**src/rtl/fifo_ptr_pkg.sv**
```systemverilog
// Pointer helpers shared by the write- and read-side controllers of the asynchronous FIFO.
// Gray conversions work on a 32-bit container; callers cast to their own pointer width.
package fifo_ptr_pkg;

  function automatic int ptr_width(input int depth);
    return $clog2(2 * depth);
  endfunction

  function automatic int addr_width(input int depth);
    return ($clog2(depth) > 1) ? $clog2(depth) : 1;
  endfunction

  function automatic int level_width(input int depth);
    return $clog2(depth + 1);
  endfunction

  // Centring the 2*depth codes in the code space makes the wrap a single MSB flip in Gray.
  function automatic int ptr_offset(input int depth, input int pw);
    return ((1 << pw) - 2 * depth) / 2;
  endfunction

  function automatic logic [31:0] bin2gray(input logic [31:0] b);
    return b ^ (b >> 1);
  endfunction

  function automatic logic [31:0] gray2bin(input logic [31:0] g);
    logic [31:0] b;
    b = g;
    for (int s = 1; s < 32; s = s << 1) begin
      b = b ^ (b >> s);
    end
    return b;
  endfunction

endpackage

```
**src/rtl/gray2bin_conv.sv**
```systemverilog
// Combinational Gray-to-binary decoder of parametric width.
module gray2bin_conv #(
  parameter int W = 4
) (
  input  logic [W-1:0] gray,
  output logic [W-1:0] bin
);

  for (genvar i = 0; i < W; i++) begin : g_bit
    assign bin[i] = ^gray[W-1:i];
  end

endmodule

```
**src/rtl/w_ptr_ctrl.sv**
```systemverilog
// Write-side pointer controller for the asynchronous FIFO; offset Gray coding lets any depth >= 2
// use every slot while keeping the Gray pointer a one-bit-per-cycle signal.
module w_ptr_ctrl
  import fifo_ptr_pkg::*;
#(
  parameter int DEPTH = 45,
  parameter int PW    = ptr_width(DEPTH),
  parameter int AW    = addr_width(DEPTH),
  parameter int LW    = level_width(DEPTH)
) (
  input  logic          wclk,
  input  logic          wrst_n,
  input  logic          wen,
  input  logic [PW-1:0] g_rptr_sync,
  input  logic [LW-1:0] afull_thresh,
  input  logic          clr_ovf,
  output logic [AW-1:0] waddr,
  output logic [PW-1:0] b_wptr,
  output logic [PW-1:0] g_wptr,
  output logic [LW-1:0] wlevel,
  output logic          full,
  output logic          almost_full,
  output logic          overflow
);

  localparam int            OFFSET     = ptr_offset(DEPTH, PW);
  localparam logic [PW-1:0] FIRST      = PW'(OFFSET);
  localparam logic [PW-1:0] LAST       = PW'(OFFSET + 2 * DEPTH - 1);
  localparam logic [PW-1:0] FIRST_GRAY = PW'(bin2gray(32'(OFFSET)));
  localparam logic [AW-1:0] ADDR_LAST  = AW'(DEPTH - 1);
  localparam logic [PW:0]   SPAN       = (PW + 1)'(2 * DEPTH);
  localparam logic [LW-1:0] LVL_FULL   = LW'(DEPTH);

  logic          accept;
  logic [PW-1:0] b_rptr;
  logic [PW-1:0] next_b_wptr;
  logic [AW-1:0] next_waddr;
  logic [PW:0]   diff;
  logic [PW:0]   level_wide;
  logic [LW-1:0] wlevel_next;

  gray2bin_conv #(.W(PW)) u_rptr_dec (
    .gray (g_rptr_sync),
    .bin  (b_rptr)
  );

  // A negative pointer difference means the write pointer has wrapped past the read pointer.
  always_comb begin
    accept      = wen && !full;
    next_b_wptr = b_wptr;
    next_waddr  = waddr;
    if (accept) begin
      next_b_wptr = (b_wptr == LAST) ? FIRST : b_wptr + 1'b1;
      next_waddr  = (waddr == ADDR_LAST) ? '0 : waddr + 1'b1;
    end
    diff        = {1'b0, next_b_wptr} - {1'b0, b_rptr};
    level_wide  = diff[PW] ? diff + SPAN : diff;
    wlevel_next = LW'(level_wide);
  end

  always_ff @(posedge wclk or negedge wrst_n) begin
    if (!wrst_n) begin
      b_wptr      <= FIRST;
      g_wptr      <= FIRST_GRAY;
      waddr       <= '0;
      wlevel      <= '0;
      full        <= 1'b0;
      almost_full <= 1'b0;
    end else begin
      b_wptr      <= next_b_wptr;
      g_wptr      <= PW'(bin2gray(32'(next_b_wptr)));
      waddr       <= next_waddr;
      wlevel      <= wlevel_next;
      full        <= (wlevel_next == LVL_FULL);
      almost_full <= (wlevel_next >= afull_thresh);
    end
  end

  // A dropped write takes priority over a clear arriving in the same cycle.
  always_ff @(posedge wclk or negedge wrst_n) begin
    if (!wrst_n) begin
      overflow <= 1'b0;
    end else if (wen && full) begin
      overflow <= 1'b1;
    end else if (clr_ovf) begin
      overflow <= 1'b0;
    end
  end

`ifndef SYNTHESIS
  logic [PW:0] rptr_rel;
  assign rptr_rel = {1'b0, b_rptr} - (PW + 1)'(OFFSET);

  a_gray_one_bit: assert property (@(posedge wclk) disable iff (!wrst_n)
    $onehot0(g_wptr ^ $past(g_wptr)));
  a_level_bound: assert property (@(posedge wclk) disable iff (!wrst_n)
    wlevel <= LVL_FULL);
  a_rptr_range: assert property (@(posedge wclk) disable iff (!wrst_n)
    rptr_rel < SPAN);
  a_full_level: assert property (@(posedge wclk) disable iff (!wrst_n)
    full == (wlevel == LVL_FULL));
`endif

endmodule

```
**config.mk**
```make
export PLATFORM = sky130hd
export DESIGN_NAME = w_ptr_ctrl
export DESIGN_NICKNAME = d
export VERILOG_FILES = /design/src/rtl/fifo_ptr_pkg.sv /design/src/rtl/gray2bin_conv.sv /design/src/rtl/w_ptr_ctrl.sv
export SDC_FILE = /design/constraint.sdc
export NUM_CORES = 1
export LEC_CHECK = 0
export ABC_AREA = 1
export CAP_MARGIN = 25
export CELL_PAD_IN_SITES_DETAIL_PLACEMENT = 1
export CELL_PAD_IN_SITES_GLOBAL_PLACEMENT = 1
export CORE_MARGIN = 8
export CORE_UTILIZATION = 36
export CTS_CLUSTER_SIZE = 24
export DETAILED_ROUTE_END_ITERATION = 6
export GPL_TIMING_DRIVEN = 0
export PLACE_DENSITY_LB_ADDON = 0.05
export SYNTH_ARGS = -nofsm -noshare
export SYNTH_HDL_FRONTEND = slang
export SYNTH_SLANG_ARGS = --single-unit
```
**constraint.sdc**
```tcl
create_clock -name wclk -period 3.93 [get_ports wclk]
set_input_delay 0.786 -clock wclk [delete_from_list [all_inputs] [get_ports wclk]]
set_output_delay 0.786 -clock wclk [all_outputs]
set_load 0.05 [all_outputs]
```
### Word level (Yosys, flattened, before mapping)

Cells that the tools add are included.

* bits in registers: 29
* bits of input ports: 17
* word-level logic and storage cells: 32

* add/subtract/negate cells: 4
* order comparisons: 1
* equality and inequality tests: 3
* multiplexer cells: 6
* bitwise gates (word level): 1
* reductions and logical operators: 10

Operators by type and width (count)
* $mux 7: 2
* $eq 6x6->1 const B: 2
* $mux 6: 2
* $sub 7x7->8: 1
* $add 7x1->7 const B: 1
* $eq 7x7->1 const B: 1
* $reduce_xor 7->1: 1
* $xor 7x6->7: 1
* $add 6x1->6 const B: 1
* $add 6x5->6 const B: 1
* $ge 6x6->1: 1
* $reduce_xor 6->1: 1
* $reduce_xor 5->1: 1
* $reduce_xor 4->1: 1
* $reduce_xor 3->1: 1
* $logic_and 1x1->1: 2
* $mux 1: 2
* $reduce_bool 2->1: 1
* $reduce_xor 2->1: 1
* $logic_not 1->1: 1

### Logic depth before layout (Yosys ltp)

* depth after elaboration: 7
* depth in mapped cells: 23

### Cells and area by module

A second synthesis with hierarchy kept.

* cells, all modules: 290
* area, all modules: 2120.8 um2

By module, submodules not included
* w_ptr_ctrl: instances 1, cells an instance 229, area an instance 1865.5 um2, seq. area each 708.2 um2
* gray2bin_conv: instances 1, cells an instance 61, area an instance 255.2 um2, seq. area each 0.0 um2

### Least setup slack after synthesis

No wires, ideal clock.

* path type: in2reg
* start point: input port g_rptr_sync[5]
* end point: register almost_full
* library setup time: 0.139 ns
* data arrival time: 3.382 ns
* required time: 3.791 ns
* slack: 0.409 ns
* stages: 18
* buffers on the path: 0
* cell sequence: xnor2_2 -> xor2_2 -> xnor2_1 -> xor2_1 -> ha_1 -> fa_1 -> xnor2_1 -> ha_1 -> inv_1 -> nand3_1 -> nand2_1 -> nand2_1 -> nand2_1 -> ha_1 -> nand2_1 -> inv_1 -> o211ai_1 -> o2111ai_1

* word-level cells in the longest chain between the ends: 5
* elaborated cells on any way between the ends: 10
* those cells by class: add/sub (2); order compare (1); mux (1); reduce/logical (6)

RTL lines
* start, declared: line w_ptr_ctrl.sv:14 `input logic [PW-1:0] g_rptr_sync,`
* $reduce_xor 7->1 (tied with other cells): line gray2bin_conv.sv:10 `assign bin[i] = ^gray[W-1:i];`
* $sub 7x7->8 *: line w_ptr_ctrl.sv:56 `diff = {1'b0, next_b_wptr} - {1'b0, b_rptr};`
* $add 6x5->6: line w_ptr_ctrl.sv:57 `level_wide = diff[PW] ? diff + SPAN : diff;`
* $mux 6 *: line w_ptr_ctrl.sv:57
* named net level_wide[5]: line w_ptr_ctrl.sv:39 `logic [PW:0] level_wide;`
* $ge 6x6->1 *: line w_ptr_ctrl.sv:75 `almost_full <= (wlevel_next >= afull_thresh);`
* end signal, assigned: line w_ptr_ctrl.sv:75
* end, declared: line w_ptr_ctrl.sv:22 `output logic almost_full,`

Mark *: on every way through the listed nets, which the timed path passes. The rest lies on a longest branch.
A chain may end at the register's enable or synchronous reset.

### Final worst setup path

* start point: input port wen
* end point: register almost_full

* word-level cells in the longest chain between the ends: 6

RTL lines
* start, declared: line w_ptr_ctrl.sv:13 `input logic wen,`
* $logic_and 1x1->1 *: line w_ptr_ctrl.sv:49 `accept = wen && !full;`
* $mux 7 *: line w_ptr_ctrl.sv:52 `if (accept) begin`
* named net next_b_wptr[2]: line w_ptr_ctrl.sv:36 `logic [PW-1:0] next_b_wptr;`
* $sub 7x7->8 *: line w_ptr_ctrl.sv:56
* $add 6x5->6: line w_ptr_ctrl.sv:57
* $mux 6 *: line w_ptr_ctrl.sv:57
* named net level_wide[4]: line w_ptr_ctrl.sv:39
* $ge 6x6->1 *: line w_ptr_ctrl.sv:75

Marked as above.

==> metrics.yaml <==
clock_network:
  cts_sinks: 28
  cts_max_path_buffers: 2
  htreeDepth: 1
  cts_tree: "yes"
  postCtsHoldBufs: 0
  path_clk_slew_ps: 90
  clk-insertion-delay-late_ps: 280
  numCtsBuffers: 3
  root_buffer: "clkbuf_8"
timing:
  min_period_over_period: 0.954
  max-slew-margin-rel: 0.612
  slew_viol_final: 0
  finalSetupViolations: 0
  fin_skew_ps: 4.73
  tns_ps: 0
  worst_slack_ps: 181
  finalHoldViolCount: 0
  fmax_ghz: 0.267
  fin_crit_ps: 3750
  worst_slew_pin_slew_ps: 580
yosys:
  synth_cells: 241
  netlist_top_cells_area: "dfrtp_1, ha_1, nand2_1"
  synth_nets: 277
  synth_top_area_cell: "dfrtp_1"
  yosys.area.top_type_share: 0.290
  synth_warnings: 0
  synth_area_sq_mm: 0.00190
  synth_seq_cells: 28
  syn_avg_cell_area_sq_um: 7.87
  yosysSeqAreaShare: 0.373
  ys_types: 32
drt:
  ant_nets: 0
  routed.top_layer: "met4"
  drc_errors: 0
  wl_met2_mm: 2.92
  finalWirelength_mm: 5.33
  wl_met1_mm: 2.15
  drt_iter0_drc: 46
  dr_wl_met3_um: 168
  routed_via_density: 4.70
  num_vias: 1743
  firstDrtPassIters: 4
  wl_per_cell_um: 14.4
floorplanning:
  die_x_um: 88.6
  dieArea_sq_mm: 0.00785
  die_h_um: 88.6
  start_util: 0.371
  rows: 26
  ioPinCount: 46
  core_area_sq_mm: 0.00511
placement:
  dp_hpwl_mm: 4.09
  pre_cts_slack_ps: -519
  portBuffers: 45
  gp_congestion: 0.786
layout:
  drive_above_1_share: 0.213
  most-common-layout-cells: "nand2_1, inv_1, clkdlybuf4s50_1"
  antenna_cells: 0
  nets: 338
  final_common_cell: "nand2_1"
  synthToLayoutAreaGrowth_pct: 46.2
  postLayoutCoreUtil: 0.543
global_route:
  globalRouteTotalUtil: 0.134
  antenna_found_initial: 0
  grt_overflow_total: 0
  grt_pass1_wl_mm: 8.40
  first_global_vias: 1778
  grt_max_degree: 20
critical_path:
  critical_path_arrival_ps: 3890
  crit_path_end_kind: "register"
  crit_type: "in2reg"
  cp_max_fo: 7
  worst_path_largest_cell_delay_ps: 490
  cp_slowest_cell: "clkdlybuf4s50_1"
  crit_chain: "clkdlybuf4s50_1 -> inv_1 -> nor2_4 -> nand2_1 -> inv_1 -> nor2_2 -> ha_1 -> buf_4 -> nand3_1 -> nand2_2 -> nand2_1 -> nand2_2 -> inv_1 -> o21ai_1 -> nand2_1 -> inv_1 -> ha_1 -> nand2_2 -> inv_1 -> o211ai_1 -> o2111ai_2"
  required_ps: 4070
  cp-start-kind: "input pin"
  cp_common_cell: "inv_1"
outcome:
  status: "finished clean"
min_path:
  min_path_type: "reg2reg"
run:
  cap_violations: 0
through the flow:
| step | hold WS (ps) | instances | cell area [sq um] |
|---|---|---|---|
| floorplan | 490 | 241 | 1900 |
| CTS | 537 | 365 | 2600 |
| finish | 533 | 371 | 2770 |
| global placement | 516 | 356 | 2430 |
| detailed placement | 521 | 357 | 2460 |
| global route | 576 | 371 | 2770 |
layer usage:
layer / track usage / vias to the layer above
met3: 0.0158 / 6
met4: 0.0415 / 0
li1: - / 867
met2: 0.252 / 26
met1: 0.153 / 844
met5: 0 / -
Yosys cell counts, drive strengths merged:
cell     number
o21ai         7
nand2        61
o2111ai       1
fa            1
buf           2
nor2         13
nor4          1
ha           18
a21oi         8
o22ai         1
inv          52
o211ai        1
nor3          7
nand4         4
xnor2         4
dfstp         6
nor3b         2
and3          1
xor2         12
nand3        15
a31oi         1
o21bai        1
dfrtp        22
what timing repair did:
action | in CTS | in global routing
endpoints found under the hold margin | 0 | 0
cloned | 0 | 0
gates resized for setup | 8 | 36
setup endpoints to repair | 1 | 1
setup buffers | 4 | 6
pin swaps | 7 | 14
state kept, by name, indices dropped and copies added, names as in the netlist:
register	flops
b_wptr	7
g_wptr	6
waddr	6
full	1
almost_full	1
overflow	1
wlevel	6
cell families (layout without fill, tap and decap cells):
logic type	count (synthesis)	count (layout)	synth area share
and+or+nand+nor	104	104	0.241
AOI/OAI and AO/OA	20	20	0.0607
xor gates and xnor gates	16	16	0.0858
DFF	28	28	0.373
adders and majority gates	19	19	0.129
buffers and inverters	54	114	0.109
worst max-delay path, delay by kind of cell:
kind	cells	cell delay, ps
AO/OA/AOI/OAI	3	360
adder cells (fa/ha/maj)	2	510
buffers and inverters	7	1130
AND/OR/NAND/NOR	9	1050
final timing paths:
| check | from | end | slack [ps] | cells past startpoint |
|---|---|---|---|---|
| setup / recovery | wen | almost_full$_DFF_PN0_ | 180 | 21 |
| hold / removal | overflow$_DFFE_PN0P_ | overflow$_DFFE_PN0P_ | 530 | 2 |
| hold reg to reg | overflow$_DFFE_PN0P_ | overflow$_DFFE_PN0P_ | 530 | 2 |
| min in group asynchronous | wrst_n | g_wptr[5]$_DFF_PN0_ | 870 | 1 |
| setup reg to reg | b_wptr[0]$_DFF_PN1_ | almost_full$_DFF_PN0_ | 360 | 22 |
| max in group asynchronous | wrst_n | b_wptr[0]$_DFF_PN1_ | 2490 | 2 |
area by class of cell:
cell class / instances / area, sq um
Clock inverter: 1 / 30.0
Tap cell: 70 / 87.6
Buffer: 2 / 15.0
Inverter: 52 / 195
Clock buffer: 3 / 41.3
Sequential cell: 28 / 708
Fill cell: 644 / 2330
Timing Repair Buffer: 56 / 554
Multi-Input combinational cell: 159 / 1140
Power is left out: the tool's default activity adds up to more than one toggle a clock period on the data nets, which glitch-free logic cannot reach.
